$ cat config.mk
export PLATFORM = sky130hd
export DESIGN_NAME = pipe_hazard_ctrl
export DESIGN_NICKNAME = d
export VERILOG_FILES = /design/src/rtl/pipe_hazard_ctrl.sv
export SDC_FILE = /design/constraint.sdc
export NUM_CORES = 1
export LEC_CHECK = 0
export BUFFER_PORTS_ARGS = -buffer_cell sky130_fd_sc_hd__buf_2
export CORE_MARGIN = 3
export CORE_UTILIZATION = 39
export DETAILED_ROUTE_END_ITERATION = 12
export GPL_TIMING_DRIVEN = 0
export SETUP_SLACK_MARGIN = 0.05
export SYNTH_ARGS = -nofsm -noshare
export SYNTH_HDL_FRONTEND = slang
export SYNTH_SLANG_ARGS = --single-unit
$ cat constraint.sdc
create_clock -name i_clk -period 2.8 [get_ports i_clk]
set_clock_uncertainty 0.2 [all_clocks]
set_input_delay 0.14 -clock i_clk [delete_from_list [all_inputs] [get_ports i_clk]]
set_output_delay 0.14 -clock i_clk [all_outputs]
set_load 0.01 [all_outputs]
$ cat src/rtl/pipe_hazard_ctrl.sv
// Pipeline hazard controller: peripheral-wait stall with timeout, branch flush and
// load-use interlock, driving the pipeline-register select lines and a stall counter.
module pipe_hazard_ctrl #(
  parameter int TIMEOUT = 255,
  parameter int CNT_W   = 16
) (
  input  logic             i_clk,
  input  logic             i_rst_n,
  input  logic [4:0]       id_rs1_addr,
  input  logic [4:0]       id_rs2_addr,
  input  logic [4:0]       ex_rd_addr,
  input  logic             ex_rd_wren,
  input  logic             ex_mem_rden,
  input  logic             ex_br_taken,
  input  logic             mem_req,
  input  logic             mem_ack,
  input  logic             i_cnt_clr,
  output logic             pc_en,
  output logic [1:0]       if_id_sel,
  output logic [1:0]       id_ex_sel,
  output logic [1:0]       ex_mem_sel,
  output logic [1:0]       mem_wb_sel,
  output logic             o_mem_timeout,
  output logic [CNT_W-1:0] o_stall_cnt
);

  localparam logic [0:0] S_RUN      = 1'b0;
  localparam logic [0:0] S_MEM_WAIT = 1'b1;

  localparam logic [1:0] SEL_LOAD  = 2'b00;
  localparam logic [1:0] SEL_HOLD  = 2'b01;
  localparam logic [1:0] SEL_CLEAR = 2'b11;

  localparam logic [7:0] TIMEOUT_CNT = 8'(TIMEOUT);

  logic [0:0]       state_reg;
  logic [0:0]       state_next;
  logic [7:0]       wait_cnt_reg;
  logic [7:0]       wait_cnt_next;
  logic [CNT_W-1:0] stall_cnt_reg;

  logic in_wait;
  logic mem_stall;
  logic mem_timeout;
  logic load_use;

  assign in_wait = (state_reg == S_MEM_WAIT);

  always_comb begin
    mem_stall   = (!in_wait && mem_req && !mem_ack) ||
                  (in_wait && !mem_ack && (wait_cnt_reg != TIMEOUT_CNT));
    mem_timeout = in_wait && !mem_ack && (wait_cnt_reg == TIMEOUT_CNT);
    // x0 is hardwired zero, so a load targeting it can never create a dependency
    load_use    = ex_mem_rden && ex_rd_wren && (ex_rd_addr != 5'd0) &&
                  ((ex_rd_addr == id_rs1_addr) || (ex_rd_addr == id_rs2_addr));
  end

  always_comb begin
    pc_en         = 1'b1;
    if_id_sel     = SEL_LOAD;
    id_ex_sel     = SEL_LOAD;
    ex_mem_sel    = SEL_LOAD;
    mem_wb_sel    = SEL_LOAD;
    o_mem_timeout = 1'b0;
    if (!i_rst_n) begin
      pc_en      = 1'b0;
      if_id_sel  = SEL_CLEAR;
      id_ex_sel  = SEL_CLEAR;
      ex_mem_sel = SEL_CLEAR;
      mem_wb_sel = SEL_CLEAR;
    end else begin
      if (mem_stall) begin
        pc_en      = 1'b0;
        if_id_sel  = SEL_HOLD;
        id_ex_sel  = SEL_HOLD;
        ex_mem_sel = SEL_HOLD;
        mem_wb_sel = SEL_CLEAR;
      end else if (ex_br_taken) begin
        if_id_sel = SEL_CLEAR;
        id_ex_sel = SEL_CLEAR;
      end else if (load_use) begin
        pc_en     = 1'b0;
        if_id_sel = SEL_HOLD;
        id_ex_sel = SEL_CLEAR;
      end
      // A timed-out access still bubbles MEM/WB even when lower rules set the rest
      if (mem_timeout) begin
        mem_wb_sel    = SEL_CLEAR;
        o_mem_timeout = 1'b1;
      end
    end
  end

  always_comb begin
    state_next    = state_reg;
    wait_cnt_next = wait_cnt_reg;
    case (state_reg)
      S_RUN: begin
        if (mem_req && !mem_ack) begin
          state_next    = S_MEM_WAIT;
          wait_cnt_next = 8'd1;
        end
      end
      S_MEM_WAIT: begin
        if (mem_ack || (wait_cnt_reg == TIMEOUT_CNT)) begin
          state_next    = S_RUN;
          wait_cnt_next = 8'd0;
        end else begin
          wait_cnt_next = wait_cnt_reg + 8'd1;
        end
      end
      default: begin
        state_next    = S_RUN;
        wait_cnt_next = 8'd0;
      end
    endcase
  end

  always_ff @(posedge i_clk) begin
    if (!i_rst_n) begin
      state_reg    <= S_RUN;
      wait_cnt_reg <= 8'd0;
    end else begin
      state_reg    <= state_next;
      wait_cnt_reg <= wait_cnt_next;
    end
  end

  always_ff @(posedge i_clk) begin
    if (!i_rst_n) begin
      stall_cnt_reg <= '0;
    end else if (i_cnt_clr) begin
      stall_cnt_reg <= '0;
    end else if (!pc_en && (stall_cnt_reg != {CNT_W{1'b1}})) begin
      stall_cnt_reg <= stall_cnt_reg + 1'b1;
    end
  end

  assign o_stall_cnt = stall_cnt_reg;

endmodule

==> metrics.md <==
| Metric | Value |
|---|---|
| Run status | `completed` |
| Fin crit period | `2590 ps` |
| Initial Util | `0.428` |
| Ys async rst share | `0` |
| Yosys warns | `0` |
| Routability cong. | `0.791` |
| Vias post-DR | `1611` |
| IO buf count | `48` |
| Nets@finish | `268` |
| Tcrit/Tclk final | `0.926` |
| Seq cells post-synth | `25` |
| Cell variety after synth | `44` |
| Crit Path Class | `flip-flop to primary output` |
| CTS Buffer Depth | `2` |
| CP Launch Point | `wait_cnt_reg[0]` |
| Crit start category | `flip-flop` |
| IO Pins | `49` |
| Dpl hpwl | `3.05 mm` |
| Clk sinks | `25` |
| Vias per cell | `5.59` |
| Max-Cap Viols | `0` |
| HP Class | `primary input to flip-flop` |
| Launch point of the worst reg-to-reg path | `o_stall_cnt[0]` |
| Synthesized Nets | `213` |
| Initial antenna violation count | `0` |
| CTS H-tree lvls | `1` |
| Clk_lat worst skew | `270 ps` |
| Critical path fanouts, max | `10` |
| Largest register FFs | `16` |
| Syn Std Cell Area | `1510 sq um` |
| Die H | `68.2 um` |
| Ys flop type | `dfxtp_1` |
| Post-Synth XOR/XNOR Area | `0.0639` |
| First-pass GRT wire length | `6.76 mm` |
| Antenna-violating nets left | `0` |
| CP max stage delay | `390 ps` |
| Total Routing Usage GR | `0.186` |
| Dominant cells by area after synthesis | `dfxtp_1 33%, xor2_1 6.4%, a21oi_1 5.3%, nand2_1 4.5%, nor2_1 4.5%` |
| Fin. max-slew vios | `0` |
| Routed length per instance | `13.9 um` |
| Post-synth EDFFs | `0` |
| Initial drt markers | `133` |
| Synth-to-layout area growth | `24.8%` |
| Slew headroom | `0.687` |
| Final setup vio count | `0` |
| Die area | `4650 sq um` |
| Vias in the first global route | `1555` |
| Top-count cell post-synth | `dfxtp_1` |
| Worst vdd ir | `0.221 mV` |
| Leak | `0.000778 uW` |
| Rows | `21` |
| FMAX | `386 MHz` |
| Compound-Gate Fraction of Synth Area | `0.225` |
| Largest net degree at the start of global routing | `14` |
| Antenna diodes | `0` |
| Actual slew at the worst max-slew pin | `468 ps` |
| Mapped Avg Cell Area | `8.02 sq um` |
| Largest family of logic cells by synthesized area | `simple AND/OR/NAND/NOR gates` |
| Mapped Cells | `188` |
| Total grt overflow | `0` |
| Root Driver | `clkbuf_8` |
| Mux cell area share after synthesis | `0.0133` |
| Worst Setup Slack, final | `207 ps` |
| Share of cells above drive strength 1 | `0.281` |
| Worst path slowest cell | `dfxtp_1` |
| Cell Pwr Density | `366 nW/um^2` |
| CTS Buf Count | `3` |
| Adder and majority gate portion of the synthesized area | `0.0166` |
| DRC | `0` |
| Worst setup EP type | `primary output` |
| Worst Path Arrival | `2250 ps` |
| Req. time, crit path | `2460 ps` |
| WL final | `4.00 mm` |
| Cell taking the most area after synthesis | `dfxtp_1` |
| DP Worst Slack | `178 ps` |
| CTS tree | `built` |
| CP Cell Sequence | `ha_1 > and3_1 > a41oi_2 > nor2_2 > o31ai_4 > inv_4 > buf_6 > clkbuf_4 > buf_2` |
| Min-delay src | `i_cnt_clr` |
| Die width | `68.2 um` |
| Setup_tns | `0 ps` |
| Clk slew on worst S/H paths | `90 ps` |
| Synth top cells by count | `25 x dfxtp_1, 18 x nand2_1, 18 x nor2_1, 16 x a21oi_1, 11 x xor2_1` |
| Sequential area share after synthesis | `0.332` |
| Final Hold Viols | `0` |
| Core Region | `3520 sq um` |
| Share of the synthesized area in the top cell type | `0.332` |
| Synth Area in Simple Gates | `0.307` |
| Unrepaired setup endpoints after global routing | `true` |
| First-pass detailed-route iteration total | `4` |
[layout by cell type (no fill, tap or decap), types with 2 or more instances in the layout]
master / netlist / layout
buf_2: 1 / 48
dfxtp_1: 25 / 25
nand2_1: 18 / 18
nor2_1: 18 / 17
a21oi_1: 16 / 16
xor2_1: 11 / 11
nand3_1: 10 / 10
or4_1: 9 / 9
o21ai_0: 7 / 7
o31ai_1: 7 / 7
and3_1: 6 / 6
clkbuf_1: 4 / 4
or2_2: 4 / 4
inv_1: 3 / 3
and2_1: 3 / 3
nand2b_1: 3 / 3
nor4_1: 3 / 3
buf_4: 2 / 3
clkbuf_8: 0 / 3
nor3_2: 2 / 2
o211ai_1: 2 / 2
nor3_1: 2 / 2
nor2b_1: 2 / 2
nand4_1: 2 / 2
a31oi_1: 2 / 2
a41o_1: 2 / 2
mux2i_1: 2 / 2
or3_1: 2 / 2
a22oi_1: 2 / 2
o41ai_1: 2 / 2
ha_1: 2 / 2
[per-layer routing]
metal / global-route usage / routed length [um] / vias up
li1: - / - / 807
met1: 0.228 / 1790 / 760
met2: 0.341 / 1980 / 42
met3: 0.0263 / 212 / 2
met4: 0.0397 / 17 / 0
met5: 0 / 0 / -
[worst paths after layout]
path / to / slack, ps / cells after the start
worst min register to register: o_stall_cnt[14] / 300 / 2
worst max-delay path: pc_en / 210 / 9
worst max register to register: o_stall_cnt[15] / 280 / 9
worst min-delay path: o_stall_cnt[5] / 40 / 4
[report_power, final]
group / switching, uW / leakage (uW) / internal [uW]
Combinational: 63.4 / 0.000553 / 48.9
Clock: 113 / 0.0000228 / 102
Sequential: 3.58 / 0.000202 / 358
[metrics by stage]
stage / hold WS, ps / instances / instance area, sq um / power, uW / utilization
6_report: 35.3 / 288 / 1880 / 689 / 0.534
5_1_grt: 58.6 / 288 / 1880 / 719 / 0.534
4_1_cts: 39.4 / 287 / 1860 / 695 / 0.528
3_5_place_dp: 250 / 282 / 1810 / 480 / 0.513
3_3_place_gp: 246 / 282 / 1810 / 475 / 0.513
2_1_floorplan: 61.7 / 188 / 1510 / 434 / -
[layout make-up]
class                   instances  area, sq um
plain buffers                   8         50.0
clock buffers                   4         45.0
fillers                       363         1640
inverters                       4         17.5
multi-input cells             151          953
flip-flops and latches         25          500
well taps                      46         57.6
repair buffers                 50          258
[repair_timing]
action                                 in CTS  in global routing
setup endpoints to repair                   0                 13
hold buffers                                1                  0
gates resized for setup                     0                  5
endpoints found under the hold margin       1                  0
buffers inserted                            0                  1
[logic make-up after synthesis]
| kind of cell | Yosys count |
|---|---|
| adder cells (fa/ha/maj) | 2 |
| AO/OA/AOI/OAI | 49 |
| buffers and inverters | 12 |
| XOR/XNOR | 11 |
| multiplexers | 2 |
| AND/OR/NAND/NOR | 87 |
| flip-flops | 25 |
[worst max-delay path: cells and delay by family, from the launching register on]
| family | cells | cell delay, ps |
|---|---|---|
| DFF | 1 | 390 |
| AOI/OAI and AO/OA | 2 | 330 |
| and+or+nand+nor | 2 | 430 |
| adders and majority gates | 1 | 210 |
| buffers and inverters | 4 | 630 |
Note: power is estimated with default switching activity, not from simulation.
